`config.mk`:
```
export PLATFORM = sky130hd
export DESIGN_NAME = arbitro_barramento
export DESIGN_NICKNAME = d
export VERILOG_FILES = /design/src/rtl/arbitro_barramento_pkg.sv /design/src/rtl/arbitro_barramento_rr_arbitro.sv /design/src/rtl/arbitro_barramento.sv
export SDC_FILE = /design/constraint.sdc
export NUM_CORES = 1
export LEC_CHECK = 0
export BUFFER_PORTS_ARGS = -buffer_cell sky130_fd_sc_hd__buf_4
export CORE_ASPECT_RATIO = 0.9
export CORE_MARGIN = 2
export CORE_UTILIZATION = 58
export DETAILED_ROUTE_END_ITERATION = 8
export PLACE_DENSITY = 0.9
export SLEW_MARGIN = 5
export SYNTH_ARGS = -nofsm -noshare
export SYNTH_HDL_FRONTEND = slang
export SYNTH_HIERARCHICAL = 1
export SYNTH_SLANG_ARGS = --single-unit
```
`constraint.sdc`:
```
create_clock -name clk -period 8.7 [get_ports clk]
set_input_delay 1.74 -clock clk [delete_from_list [all_inputs] [get_ports clk]]
set_output_delay 1.74 -clock clk [all_outputs]
set_load 0.02 [all_outputs]
```
`src/rtl/arbitro_barramento_pkg.sv`:
```
`default_nettype none
// ============================================================================
//  Module   : barramento_pkg
//  Purpose  : Shared constants and types for the 6-port bus arbiter: default
//             port count, port index names, ctrl bit positions, FSM state type.
//  Revision : 1.0 - initial release
// ============================================================================
package barramento_pkg;

    localparam int N_PORTS_DEF = 6;

    // Port indices on the shared bus
    localparam int PILHA   = 0;
    localparam int MEMORIA = 1;
    localparam int TEMP1   = 2;
    localparam int TEMP2   = 3;
    localparam int ULA     = 4;
    localparam int UC      = 5;

    // Bit positions inside each port's 2-bit ctrl field
    localparam int CTRL_LER      = 0;
    localparam int CTRL_ESCREVER = 1;

    // Transfer sequencer states
    typedef enum logic [1:0] {
        IDLE    = 2'd0,
        ESCREVE = 2'd1,
        LE      = 2'd2,
        FIM     = 2'd3
    } estado_t;

endpackage

`default_nettype wire

```
`src/rtl/arbitro_barramento_rr_arbitro.sv`:
```
`default_nettype none
// ============================================================================
//  Module   : rr_arbitro
//  Purpose  : Combinational round-robin picker. Searches upward from the
//             pointer (wrapping) and returns the first requester as one-hot
//             and as an index.
//  Revision : 1.0 - initial release
// ============================================================================
module rr_arbitro
    import barramento_pkg::*;
#(
    parameter int N  = N_PORTS_DEF,
    parameter int IW = (N > 1) ? $clog2(N) : 1
) (
    input  logic [N-1:0]  req,
    input  logic [IW-1:0] ptr,
    output logic [N-1:0]  winner,
    output logic [IW-1:0] winner_idx,
    output logic          valid
);

    // First set request at or after ptr, wrapping past N-1 back to 0
    always_comb begin
        int cand;
        winner     = '0;
        winner_idx = '0;
        valid      = 1'b0;
        cand       = 0;
        for (int i = 0; i < N; i++) begin
            cand = int'(ptr) + i;
            if (cand >= N) begin
                cand = cand - N;
            end
            if (!valid && req[cand]) begin
                valid        = 1'b1;
                winner[cand] = 1'b1;
                winner_idx   = IW'(cand);
            end
        end
    end

endmodule

`default_nettype wire

```
`src/rtl/arbitro_barramento.sv`:
```
`default_nettype none
// ============================================================================
//  Module   : arbitro_barramento
//  Purpose  : Sequences transfers on the shared 16-bit bus. Picks one source
//             round-robin, holds its escrever bit for BUS_LAT cycles so the
//             registered bus path settles, then raises ler on the latched
//             destinations for one cycle and pulses done to the source.
//  Revision : 1.0 - initial release
// ============================================================================
module arbitro_barramento
    import barramento_pkg::*;
#(
    parameter int N_PORTS = N_PORTS_DEF,
    parameter int BUS_LAT = 2
) (
    input  logic                         clk,
    input  logic                         rst,
    input  logic [N_PORTS-1:0]           req_i,
    input  logic [N_PORTS*N_PORTS-1:0]   dst_i,
    output logic [2*N_PORTS-1:0]         ctrl_o,
    output logic [N_PORTS-1:0]           grant_o,
    output logic                         busy_o,
    output logic [N_PORTS-1:0]           done_o
);

    localparam int IW = (N_PORTS > 1) ? $clog2(N_PORTS) : 1;
    localparam int CW = $clog2(BUS_LAT + 1);

    estado_t              state;
    logic [N_PORTS-1:0]   grant;
    logic [IW-1:0]        src_idx;
    logic [N_PORTS-1:0]   dst_mask;
    logic [CW-1:0]        cnt;
    logic [IW-1:0]        rr_ptr;

    logic [N_PORTS-1:0]   win_onehot;
    logic [IW-1:0]        win_idx;
    logic                 win_valid;
    logic [N_PORTS-1:0]   win_dst;

    rr_arbitro #(
        .N  (N_PORTS),
        .IW (IW)
    ) u_rr (
        .req        (req_i),
        .ptr        (rr_ptr),
        .winner     (win_onehot),
        .winner_idx (win_idx),
        .valid      (win_valid)
    );

    // Destination mask belonging to the current winner
    always_comb begin
        win_dst = '0;
        for (int s = 0; s < N_PORTS; s++) begin
            if (win_onehot[s]) begin
                win_dst = dst_i[s*N_PORTS +: N_PORTS];
            end
        end
    end

    // Transfer sequencer: grant/mask latch in IDLE, BUS_LAT-cycle write window, pointer advance in FIM
    always_ff @(posedge clk) begin
        if (rst) begin
            state    <= IDLE;
            grant    <= '0;
            src_idx  <= '0;
            dst_mask <= '0;
            cnt      <= '0;
            rr_ptr   <= '0;
        end else begin
            case (state)
                IDLE: begin
                    if (win_valid) begin
                        grant    <= win_onehot;
                        src_idx  <= win_idx;
                        // A source never reads its own write
                        dst_mask <= win_dst & ~win_onehot;
                        cnt      <= CW'(BUS_LAT);
                        state    <= ESCREVE;
                    end
                end
                ESCREVE: begin
                    cnt <= cnt - CW'(1);
                    if (cnt == CW'(1)) begin
                        state <= LE;
                    end
                end
                LE: begin
                    state <= FIM;
                end
                FIM: begin
                    grant  <= '0;
                    rr_ptr <= (src_idx == IW'(N_PORTS - 1)) ? '0 : src_idx + IW'(1);
                    state  <= IDLE;
                end
                default: begin
                    state <= IDLE;
                end
            endcase
        end
    end

    // Per-port ctrl decode from state, owner and latched destination mask
    always_comb begin
        ctrl_o = '0;
        for (int p = 0; p < N_PORTS; p++) begin
            if (state == ESCREVE || state == LE) begin
                ctrl_o[2*p + CTRL_ESCREVER] = grant[p];
            end
            if (state == LE) begin
                ctrl_o[2*p + CTRL_LER] = dst_mask[p];
            end
        end
    end

    assign grant_o = grant;
    assign busy_o  = (state != IDLE);
    assign done_o  = (state == FIM) ? grant : '0;

endmodule

`default_nettype wire

```
==> results.ini <==
[outcome]
status = completed

[floorplanning]
die-area_um2 = 5528
die_h_um = 70.74
io_pins = 69
core_um2 = 4805
start_util_pct = 59.74
num_rows = 24
die_w_um = 78.15

[setup_path]
cp.arrival_ns = 6.28
cp-startpoint = rr_ptr[0]$_SDFFE_PP0P_
startpoint_type = register
crit_required_ns = 8.81
rr_worst_depth = 18
rr_startpoint = rr_ptr[0]$_SDFFE_PP0P_
worst_path_largest_cell_delay_ns = 1.11
timing_worst_setup_path_type = register to register
worstPathMaxFanout = 27
crit_chain = buf_4 -> clkinv_1 -> ha_1 -> inv_1 -> ha_1 -> inv_1 -> ha_1 -> inv_1 -> a31oi_1 -> mux2_1 -> o211a_1 -> nor2_1 -> nand3_1 -> o32ai_1 -> inv_1 -> and4_1 -> a31oi_1 -> a311oi_1
end_kind = register
r2r_slack_ns = 2.53
crit_top_cell = inv_1
rr_endpoint = dst_mask[2]$_SDFFE_PP0P_
cp_slowest_cell = o32ai_1

[finish]
diodes = 0
fin_nets = 486
areaGrowthSynthToFinish_pct = 17.18
drive_gt1_share_pct = 21.72
final_util_pct = 70.00

[routing]
via_per_inst = 6.537
totalWireLength_mm = 8.162
routedWlPerCell_um = 16.86
antenna_left = 0
drtIter0Drc = 386
vias = 3164
drtPass1Iterations = 5
drc = 0

[power]
cellPowerDensity_nw_per_um2 = 317.2
ir_drop_uv = 180.0
p_leak_uw = 0.001348

[timing]
finClkSkew_ns = 0.008080
min_period_ns = 6.169
maxSlewHeadroom_pct = 17.88
worstMarginPinSlew_ns = 1.228
slew_violations = 0
period_share_pct = 70.91
fmax_mhz = 162.1
finalSetupTns_ns = 0
hold_slack_ns = 0.4892
rsz0062_at_grt = false
finalSetupViolations = 0
hold_viol_final = 0

[yosys]
yosys_warnings = 6
yosysUniqueCellTypes = 70
synth_flop_cell = dfxtp_1
syn-num-nets = 440
syn_area_per_cell_um2 = 7.674
syn_inst = 374
seq_area_frac_synth_pct = 15.34
synth_edf_count = 0
ys_async_sr_fraction_pct = 0
ys_ff_latch = 22
syn-cell-area_um2 = 2870

[cts]
clock_sinks = 22
cts_tree = yes
clock-root-buffer = clkbuf_8
clock_latency_ns = 0.27
postCtsSetupRepairBufs = 0
htreeDepth = 1
path_clk_slew_ns = 0.09
cts_buffer_depth = 2
cts_buffers = 3
hold_buffers = 0
ctsResizeCount = 0

[hold_path]
min_to = src_idx[2]$_SDFFE_PP0P_
min_path_type = register to register
hp-start = src_idx[2]$_SDFFE_PP0P_
worstHoldPathCells = 2

[global_route]
antenna_found_initial = 0
grt.total_usage_pct = 28.92
grt_pass1_wl_mm = 13.28
grt_max_degree = 28
grt_overflow_total = 0
grt_pass1_vias = 2929

[placed_design]
gp_congestion = 0.9435
portBuffers = 62
dp_hpwl_mm = 6.089

[flow_run]
max_cap_violations = 0

## kinds of logic after synthesis
group / Yosys count / share of synthesized area, %
multiplexers: 15 / 5.928
flip-flops: 22 / 15.34
XOR/XNOR: 6 / 2.354
AND/OR/NAND/NOR: 121 / 22.28
buffers and inverters: 52 / 8.849
adder cells (fa/ha/maj): 22 / 9.590
AO/OA/AOI/OAI: 136 / 35.66
## sequential cells by signal, indices dropped and copies added, names as in the netlist
signal / count
cnt: 2
dst_mask: 6
grant_o: 6
rr_ptr: 3
src_idx: 3
state: 2
## cells in the mapped netlist, types with 9 or more instances
cell | count | share of area [%]
dfxtp_1 | 22 | 15
a21oi_1 | 14 | 2.4
and2_1 | 20 | 4.4
nor2_1 | 24 | 3.1
clkbuf_1 | 11 | 1.4
a2bb2oi_1 | 11 | 3.4
inv_1 | 23 | 3.0
o21ai_0 | 23 | 4.0
nand2_1 | 28 | 3.7
a221oi_1 | 9 | 2.7
ha_1 | 22 | 9.6
a211oi_1 | 12 | 3.1
## per-layer routing
layer / vias to the layer above / GRT usage [%] / part of all wire (%)
li1: 1491 / - / -
met1: 1506 / 39.67 / 43
met2: 157 / 48.37 / 47
met3: 10 / 4.974 / 9.2
met4: 0 / 5.458 / 0.75
met5: - / 0 / 0
## stage by stage
stage	area, um2	cells	worst slack [ns]	total power (uW)
floorplan	2870	374	4.073	789.2
CTS	3363	484	2.685	1049
global route	3363	484	1.939	1154
global placement	3292	480	2.863	923.7
finish	3363	484	2.531	1067
detailed placement	3292	480	2.684	948.3
## report_power, final
group          switching [uW]  leakage [uW]  internal (uW)
clock                    35.5     0.0000357           61.5
combinational             468       0.00113            330
sequential               35.8      0.000180            136
## cells in the final DEF (no fill, tap or decap), types with 4 or more instances in the layout
cell type  synthesis  routed
a211oi_1          12      12
a21oi_1           14      14
a221oi_1           9       9
a22oi_1            7       7
a2bb2oi_1         11      11
a31oi_1            7       7
and2_1            20      20
buf_4              0      65
dfxtp_1           22      22
ha_1              22      22
inv_1             23      23
mux2_2             5       5
mux2i_1            8       8
nand2_1           28      28
nand3_1            8       8
nor2_1            24      24
nor2b_1            4       4
nor3_1             8       8
nor3b_1            4       4
o211a_1            5       5
o21ai_0           23      23
o21ai_1            4       4
o22ai_1            4       4
o32ai_1            4       4
or3_1              5       5
xnor2_1            4       4
## how the worst max path moves through the flow
stage / endpoint / slack [ns] / cells after the start
global placement: dst_mask[2]$_SDFFE_PP0P_ / 2.86 / 18
CTS: dst_mask[2]$_SDFFE_PP0P_ / 2.68 / 18
global route: dst_mask[2]$_SDFFE_PP0P_ / 1.94 / 18
floorplan: dst_mask[2]$_SDFFE_PP0P_ / 4.07 / 21
detailed placement: dst_mask[2]$_SDFFE_PP0P_ / 2.68 / 18
finish: dst_mask[2]$_SDFFE_PP0P_ / 2.53 / 18
## worst max-delay path, delay by kind of cell, from the launching register on
family	cells	cell delay [ns]
adder cells (fa/ha/maj)	3	1.32
multiplexers	1	0.36
buffers and inverters	6	1.42
flip-flops	1	0.31
AND/OR/NAND/NOR	3	0.74
AO/OA/AOI/OAI	5	1.83
## cell type report
class,instances,area (um2)
Inverter,28,106.4
Sequential cell,22,440.4
Tap cell,65,81.33
Timing Repair Buffer,65,488.0
Multi-Input combinational cell,300,2176
Clock buffer,3,41.29
Clock inverter,1,30.03
Fill cell,406,1441
No activity file was read; power rests on OpenSTA's default activity.
